<file path="src/rtl/cdc_fifo_rd_ctrl_pkg.sv">
// Shared helpers for the CDC FIFO read controller: Gray conversion and pointer width.
package cdc_fifo_rd_ctrl_pkg;

    localparam int unsigned GRAY_MAX_W = 32;

    // Pointers carry one extra wrap bit above the RAM address.
    function automatic int unsigned ptr_width(input int unsigned addr_width);
        return addr_width + 1;
    endfunction

    // Operands are zero-extended to GRAY_MAX_W, so any narrower width converts correctly.
    function automatic logic [GRAY_MAX_W-1:0] bin2gray(input logic [GRAY_MAX_W-1:0] b);
        return b ^ (b >> 1);
    endfunction

    function automatic logic [GRAY_MAX_W-1:0] gray2bin(input logic [GRAY_MAX_W-1:0] g);
        logic [GRAY_MAX_W-1:0] b;
        b[GRAY_MAX_W-1] = g[GRAY_MAX_W-1];
        for (int i = GRAY_MAX_W - 2; i >= 0; i--) begin
            b[i] = b[i+1] ^ g[i];
        end
        return b;
    endfunction

endpackage

</file>
<file path="src/rtl/cdc_fifo_rd_ctrl_sync.sv">
// Two-flop synchroniser for a Gray-coded bus entering the local clock domain.
module cdc_sync_2ff #(
    parameter int unsigned WIDTH = 1
) (
    input  logic             clock,
    input  logic             reset_n,
    input  logic [WIDTH-1:0] d,
    output logic [WIDTH-1:0] q
);

    (* syn_preserve = 1 *) logic [WIDTH-1:0] meta;
    (* syn_preserve = 1 *) logic [WIDTH-1:0] sync;

    always_ff @(posedge clock or negedge reset_n) begin
        if (!reset_n) begin
            meta <= '0;
            sync <= '0;
        end else begin
            meta <= d;
            sync <= meta;
        end
    end

    assign q = sync;

endmodule

</file>
<file path="src/rtl/cdc_fifo_rd_ctrl.sv">
// Read-domain controller of the LVDS receive CDC FIFO: pointer sync, RAM read issue,
// Gray read pointer back to the writer, and a two-entry first-word-fall-through buffer.
module cdc_fifo_rd_ctrl
    import cdc_fifo_rd_ctrl_pkg::*;
#(
    parameter int unsigned ADDR_WIDTH = 4,
    parameter int unsigned DATA_WIDTH = 32
) (
    input  logic                  rdclock,
    input  logic                  reset_n,
    input  logic [ADDR_WIDTH:0]   wrptr_gray,
    output logic [ADDR_WIDTH-1:0] rdaddress,
    input  logic [DATA_WIDTH-1:0] ram_q,
    output logic [ADDR_WIDTH:0]   rdptr_gray,
    output logic [DATA_WIDTH-1:0] dout,
    output logic                  dout_valid,
    input  logic                  dout_ready,
    output logic                  empty,
    output logic [ADDR_WIDTH:0]   rd_level
);

    localparam int unsigned PTR_W = ptr_width(ADDR_WIDTH);
    localparam int unsigned GW    = GRAY_MAX_W;

    logic [PTR_W-1:0]      wrptr_sync;
    logic [PTR_W-1:0]      wr_bin;
    logic [PTR_W-1:0]      rdptr;
    logic [PTR_W-1:0]      rdptr_next;
    logic [1:0]            obuf_cnt;
    logic                  inflight;
    logic [DATA_WIDTH-1:0] obuf1;
    logic                  pop_c;
    logic                  issue_c;

    cdc_sync_2ff #(.WIDTH(PTR_W)) u_wrptr_sync (
        .clock   (rdclock),
        .reset_n (reset_n),
        .d       (wrptr_gray),
        .q       (wrptr_sync)
    );

    assign wr_bin     = PTR_W'(gray2bin(GW'(wrptr_sync)));
    assign empty      = (wr_bin == rdptr);
    assign rd_level   = wr_bin - rdptr;
    assign rdaddress  = rdptr[ADDR_WIDTH-1:0];
    assign dout_valid = (obuf_cnt != 2'd0);
    assign pop_c      = dout_valid & dout_ready;

    // Occupancy counts the slot freed by a same-edge pop, keeping one word per cycle.
    assign issue_c    = !empty && ((3'(obuf_cnt) + 3'(inflight)) < (3'd2 + 3'(pop_c)));
    assign rdptr_next = rdptr + PTR_W'(issue_c);

    // dout is the buffer head; obuf1 is the skid entry behind it.
    always_ff @(posedge rdclock or negedge reset_n) begin
        if (!reset_n) begin
            rdptr      <= '0;
            rdptr_gray <= '0;
            inflight   <= 1'b0;
            obuf_cnt   <= 2'd0;
            dout       <= '0;
            obuf1      <= '0;
        end else begin
            rdptr      <= rdptr_next;
            rdptr_gray <= PTR_W'(bin2gray(GW'(rdptr_next)));
            inflight   <= issue_c;
            case ({inflight, pop_c})
                2'b11: begin
                    if (obuf_cnt == 2'd2) begin
                        dout  <= obuf1;
                        obuf1 <= ram_q;
                    end else begin
                        dout <= ram_q;
                    end
                end
                2'b10: begin
                    if (obuf_cnt == 2'd0) begin
                        dout <= ram_q;
                    end else begin
                        obuf1 <= ram_q;
                    end
                    obuf_cnt <= obuf_cnt + 2'd1;
                end
                2'b01: begin
                    dout     <= obuf1;
                    obuf_cnt <= obuf_cnt - 2'd1;
                end
                default: begin
                end
            endcase
        end
    end

endmodule

</file>
<file path="config.mk">
export PLATFORM = sky130hd
export DESIGN_NAME = cdc_fifo_rd_ctrl
export DESIGN_NICKNAME = d
export VERILOG_FILES = /design/src/rtl/cdc_fifo_rd_ctrl_pkg.sv /design/src/rtl/cdc_fifo_rd_ctrl_sync.sv /design/src/rtl/cdc_fifo_rd_ctrl.sv
export SDC_FILE = /design/constraint.sdc
export NUM_CORES = 1
export LEC_CHECK = 0
export BUFFER_PORTS_ARGS = -buffer_cell sky130_fd_sc_hd__buf_2
export CORE_UTILIZATION = 59
export DETAILED_ROUTE_END_ITERATION = 6
export PLACE_DENSITY = 0.85
export SYNTH_ARGS = -nofsm -noshare
export SYNTH_HDL_FRONTEND = slang
export SYNTH_SLANG_ARGS = --single-unit
</file>
<file path="constraint.sdc">
create_clock -name rdclock -period 6.3 [get_ports rdclock]
set_input_delay 1.26 -clock rdclock [delete_from_list [all_inputs] [get_ports rdclock]]
set_output_delay 1.26 -clock rdclock [all_outputs]
set_load 0.05 [all_outputs]
</file>
==> results.yml, run 1 <==
run_status:
  status: "complete, no violations"
setup_path:
  crit_required_ns: 5.04
  cp-start-kind: "flop"
  r2r-start: "obuf_cnt[0]$_DFFE_PN0N_"
  timing.rr.end: "obuf1[25]$_DFFE_PN0P_"
  arrival_ns: 3.09
  worstPathMaxFanout: 3
  crit_top_cell: "xor2_2"
  rrSetupSlack_ns: 3.09
  max_stage_delay_ns: 0.40
  path_cells: "xor2_2 -> xor2_2 -> xor2_2 -> xnor2_1 -> ha_1 -> inv_1 -> fa_1 -> a21o_1 -> a21oi_1 -> xor2_1 -> buf_2"
  worst_setup_path_end_kind: "primary output"
  critical_path_class: "flop to primary output"
  crit_path_top_delay_cell: "dfrtp_1"
  r2r_cells: 6
synth:
  synthTopCellsByArea: "dfrtp_1 50%, a221oi_1 6.5%, a311oi_1 6.5%, a21o_1 5.9%, nand2_1 5.6%"
  yosysSeqAreaShare_pct: 49.9
  muxShareOfSynthArea_pct: 9.23
  syn_area_per_cell_um2: 11.7
  synth_top_area_share_pct: 49.9
  syn_area_um2: 4310
  yosys_warnings: 0
  synth_edf_count: 0
  synth_top_family_by_area: "compound AO/OA/AOI/OAI gates"
  synthArstFlopShare_pct: 100
  synth_seq_cells: 86
  synth_commonest_cells: "86 x dfrtp_1, 64 x nand2_1, 34 x a21o_1"
  syn_nets: 420
  yosys.area_share.simple_pct: 6.79
  ys_types: 31
  synth_flop_cell: "dfrtp_1"
  yosysMostFrequentCell: "dfrtp_1"
  synth_compound_area_share_pct: 20.3
  synth_top_area_cell: "dfrtp_1"
  synthAdderAreaFrac_pct: 3.66
  synthXorXnorAreaFrac_pct: 4.18
  postSynthCellCount: 368
route:
  drc: 0
  final_antenna_net_count: 0
  drtPass1Iterations: 5
  routed_wirelength_um: 9290
  via_per_inst: 6.10
  via_count: 3275
  drtIter0Drc: 189
  avgRoutedWirePerCell_um: 17.3
global_routing:
  grt_pass1_vias: 3098
  grt_max_degree: 87
  grt_util_all_layers_pct: 25.5
  antenna_found_initial: 0
  grt_overflow: 0
  grt_first_pass_wirelength_um: 15000
floorplan:
  start_util_pct: 62.4
  die_x_um: 87.5
  num_io_pins: 88
  die_h_um: 87.5
  fp-row-count: 30
  core_um2: 6910
  dieArea_um2: 7650
sta:
  fin_crit_ns: 4.35
  rsz0062_at_grt: "no"
  finalHoldViolCount: 0
  finalMaxSlewViolations: 0
  timing.final.crit_share_pct: 69.0
  fin_worst_skew_ns: 0.00724
  fmax_ghz: 0.230
  worst_pin_slew_ns: 1.27
  setup_tns_ns: 0
  setup_viol: 0
  max_slew_margin_pct: 15.6
cells_and_area:
  nets: 488
  drive_gt1_share_pct: 32.7
  area_growth_pct: 13.8
  n_antenna_cell: 0
  final_cell_area_um2: 4900
  fillers: 530
cts:
  cts_tree: "built"
  clock-root-buffer: "clkbuf_8"
  clk_latency_ns: 0.35
  cts_setup_buffers: 0
  htree_levels: 3
  clockBufferDepth: 2
  cts.sinks: 86
  clk_pin_slew_ns: 0.09
  cts_buffers: 9
  cts_resized: 0
  ctsHoldBuffers: 0
placed_design:
  dp_hpwl_um: 5810
  gp_congestion: 0.807
  postPlaceCellArea_um2: 4680
  port-buffer-count: 87
hold_path:
  hold_end: "u_wrptr_sync.q[1]$_DFF_PN0_"
  hold-path-cell-count: 0
  hold_class: "flop to flop"
  min_from: "u_wrptr_sync.meta[1]$_DFF_PN0_"
flow_run:
  maxCapViolCount: 0
[critical path: cells and delay by family, from the launching register on]
kind	cells	cell delay, ns
xor gates and xnor gates	5	1.06
adders and majority gates	2	0.57
DFF	1	0.40
AOI/OAI and AO/OA	2	0.37
buffers and inverters	2	0.35
[per-stage QoR]
stage / instances / setup slack (ns) / hold WS (ns) / util (%)
3_3_place_gp: 521 / 2.46 / 0.333 / 67.8
4_1_cts: 537 / 1.92 / 0.358 / 71.0
6_report: 537 / 1.95 / 0.345 / 71.0
3_5_place_dp: 521 / 2.32 / 0.336 / 67.8
5_1_grt: 537 / 1.79 / 0.362 / 71.0
2_1_floorplan: 368 / 2.19 / 0.331 / -
[worst max-delay path by stage]
| stage | startpoint | to | cells after the start |
|---|---|---|---|
| 4_1_cts | u_wrptr_sync.q[3]$_DFF_PN0_ | rd_level[4] | 11 |
| 5_1_grt | u_wrptr_sync.q[4]$_DFF_PN0_ | rd_level[4] | 11 |
| 3_3_place_gp | dout_ready | obuf1[20]$_DFFE_PN0P_ | 7 |
| 2_1_floorplan | u_wrptr_sync.q[3]$_DFF_PN0_ | rd_level[4] | 10 |
| 6_report | u_wrptr_sync.q[3]$_DFF_PN0_ | rd_level[4] | 11 |
| 3_5_place_dp | u_wrptr_sync.q[3]$_DFF_PN0_ | rd_level[4] | 11 |
[flip-flops by register name, indices dropped and copies added (netlist names)]
| signal | count |
|---|---|
| u_wrptr_sync.q | 5 |
| inflight | 1 |
| u_wrptr_sync.meta | 5 |
| obuf_cnt | 2 |
| rdptr | 5 |
| rdptr_gray | 4 |
| obuf1 | 32 |
| dout | 32 |
[per-layer routing]
metal  vias to the layer above  wire (µm)  GRT usage [%]
met5                         -          0              0
met4                         0        191           11.9
met3                        20        421           3.60
met2                       117       4550           40.1
met1                      1648       4130           35.1
li1                       1490          -              -
[kinds of logic (layout without fill, tap and decap cells)]
group / Yosys count / after routing
compound gates: 104 / 104
flops: 86 / 86
simple gates: 74 / 74
buf+inv: 42 / 115
mux: 32 / 32
xor+xnor: 18 / 18
fa+ha+maj: 12 / 12
[area by class of cell]
type,instances,area [µm²],share of cell area (%)
clock buffers,11,141,2.88
clock inverters,5,82.6,1.68
inverters,9,33.8,0.689
multi-input cells,240,1910,39.0
flip-flops and latches,86,2150,43.9
well taps,96,120,2.45
repair buffers,90,460,9.39
[layout by cell type (no fill, tap or decap), drive strengths merged, types with 9 or more instances in the layout]
cell     n
a21o    34
ha      11
xor2    10
mux2    32
a311oi  32
buf     90
inv      9
dfrtp   86
nand2   64
a221oi  32
clkbuf  11
Power of run 1 is left out: the tool's default activity adds up to more than one toggle a clock period on the data nets, which glitch-free logic cannot reach.
==> run 2, diff against run 1 <==
- CORE_UTILIZATION: 59 -> 50
- PLACE_DENSITY: 0.85 -> 0.77
- clock period: 6.3 -> 3.9 ns (I/O delays scaled with it)
==> results.yml, run 2 (synthesis results as in run 1) <==
cells_and_area:
  final_cell_mix: "86 x dfrtp_1, 85 x buf_2, 64 x nand2_1"
  fillers: 679
  nets: 495
  n_antenna_cell: 0
  top_regs: "dout (32), obuf1 (32)"
  final_common_cell: "dfrtp_1"
  drive_gt1_share_pct: 33.9
  area_growth_pct: 15.2
sta:
  fin_crit_ns: 3.69
  timing.final.crit_share_pct: 94.7
  finalMaxSlewViolations: 0
  fin_worst_skew_ns: 0.00779
  fmax_ghz: 0.271
  worst_pin_slew_ns: 1.22
  setup_tns_ns: 0
  max_slew_margin_pct: 18.4
  rsz0062_at_grt: "no"
  setup_viol: 0
  finalHoldViolCount: 0
  holdWs_ns: 0.353
global_routing:
  use_met2_pct: 35.4
  grt_first_pass_wirelength_um: 15100
  grt_overflow: 0
  grt.met3_usage_pct: 3.22
  grt_util_all_layers_pct: 21.7
  grt_max_degree: 87
  busiest_layer: "met2"
  antenna_found_initial: 0
  grt_pass1_vias: 3197
  gr-usage-met1_pct: 29.0
hold_path:
  hold_class: "flop to flop"
  hold_end: "u_wrptr_sync.q[1]$_DFF_PN0_"
  min_from: "u_wrptr_sync.meta[1]$_DFF_PN0_"
  hold-path-cell-count: 0
placed_design:
  gp_congestion: 0.855
  dp_hpwl_um: 5890
  port-buffer-count: 87
run_status:
  status: "complete, no violations"
setup_path:
  crit_required_ns: 3.12
  cp-start-kind: "flop"
  crit_path_start: "u_wrptr_sync.q[3]$_DFF_PN0_"
  critical_path_class: "flop to primary output"
  worst_setup_path_end_kind: "primary output"
  rrSetupSlack_ns: 1.05
  arrival_ns: 2.91
  r2r_cells: 12
  worstPathMaxFanout: 3
  r2r-start: "u_wrptr_sync.q[3]$_DFF_PN0_"
  timing.rr.end: "rdptr_gray[1]$_DFF_PN0_"
route:
  final_antenna_net_count: 0
  avgRoutedWirePerCell_um: 16.9
  via_count: 3234
  drtPass1Iterations: 4
  via_per_inst: 5.85
  routed_wirelength_um: 9360
  drtIter0Drc: 122
  drc: 0
cts:
  clock-root-buffer: "clkbuf_8"
  clk_pin_slew_ns: 0.08
  cts.sinks: 86
  cts_tree: "built"
  clk_latency_ns: 0.35
  htree_levels: 3
  clockBufferDepth: 2
  cts_buffers: 9
floorplan:
  die_h_um: 94.9
  die_x_um: 94.9
  core_um2: 8300
  start_util_pct: 51.9
  fp-row-count: 33
  dieArea_um2: 9000
  num_io_pins: 88
flow_run:
  maxCapViolCount: 0
[run 2: cell types whose count changed in the layout (fill, tap and decap cells not counted)]
cell,previous run,this run
bufinv_16,2,1
buf_4,4,11
buf_12,0,1
clkinv_4,2,0
buf_2,86,85
clkinvlp_4,0,1
clkbuf_8,10,9
inv_6,0,3
clkbuf_1,1,0
inv_8,0,1
[run 2: how the worst max path moves through the flow]
stage | endpoint
final | rd_level[4]
after global routing | rd_level[4]
after CTS | rd_level[4]
after detailed placement | rd_level[4]
after global placement | rd_level[4]
after floorplan | rd_level[4]
[run 2: per-stage QoR]
| stage | instances | cell area [µm²] | worst slack [ns] | utilization [%] |
|---|---|---|---|---|
| global placement | 534 | 4730 | 0.594 | 57.0 |
| global route | 553 | 4960 | 0.0229 | 59.8 |
| CTS | 550 | 4940 | 0.0784 | 59.5 |
| finish | 553 | 4960 | 0.207 | 59.8 |
| floorplan | 368 | 4310 | 0.268 | - |
| detailed placement | 534 | 4730 | 0.479 | 57.0 |
[run 2: cell type report]
class	count	area, µm²	share of cell area, %
Sequential cell	86	2150	43.4
Clock inverter	7	80.1	1.61
Inverter	9	33.8	0.681
Timing Repair Buffer	97	528	10.6
Tap cell	105	131	2.65
Multi-Input combinational cell	240	1910	38.6
Clock buffer	9	124	2.50
[run 2: timing repair]
action                     4_1_cts  5_1_grt
hold buffers                     0        0
gates resized for setup          0        2
buffers inserted                 0        3
setup endpoints to repair        0        1
[run 2: worst max-delay path, stage by stage, from the launching register on]
cell and delay (ns):
dfrtp_1 0.40, xor2_2 0.22, xor2_2 0.23, xor2_2 0.22, xnor2_1 0.14, ha_1 0.16, inv_1 0.06, fa_1 0.41
a21o_1 0.18, a21oi_1 0.17, xor2_1 0.16, buf_4 0.21
[run 2: metal layers]
| metal | part of all wire (%) | up-vias |
|---|---|---|
| met2 | 48 | 120 |
| met4 | 1.3 | 0 |
| li1 | - | 1507 |
| met5 | 0 | - |
| met3 | 6.4 | 12 |
| met1 | 44 | 1595 |
Power of run 2 is left out for the same reason.
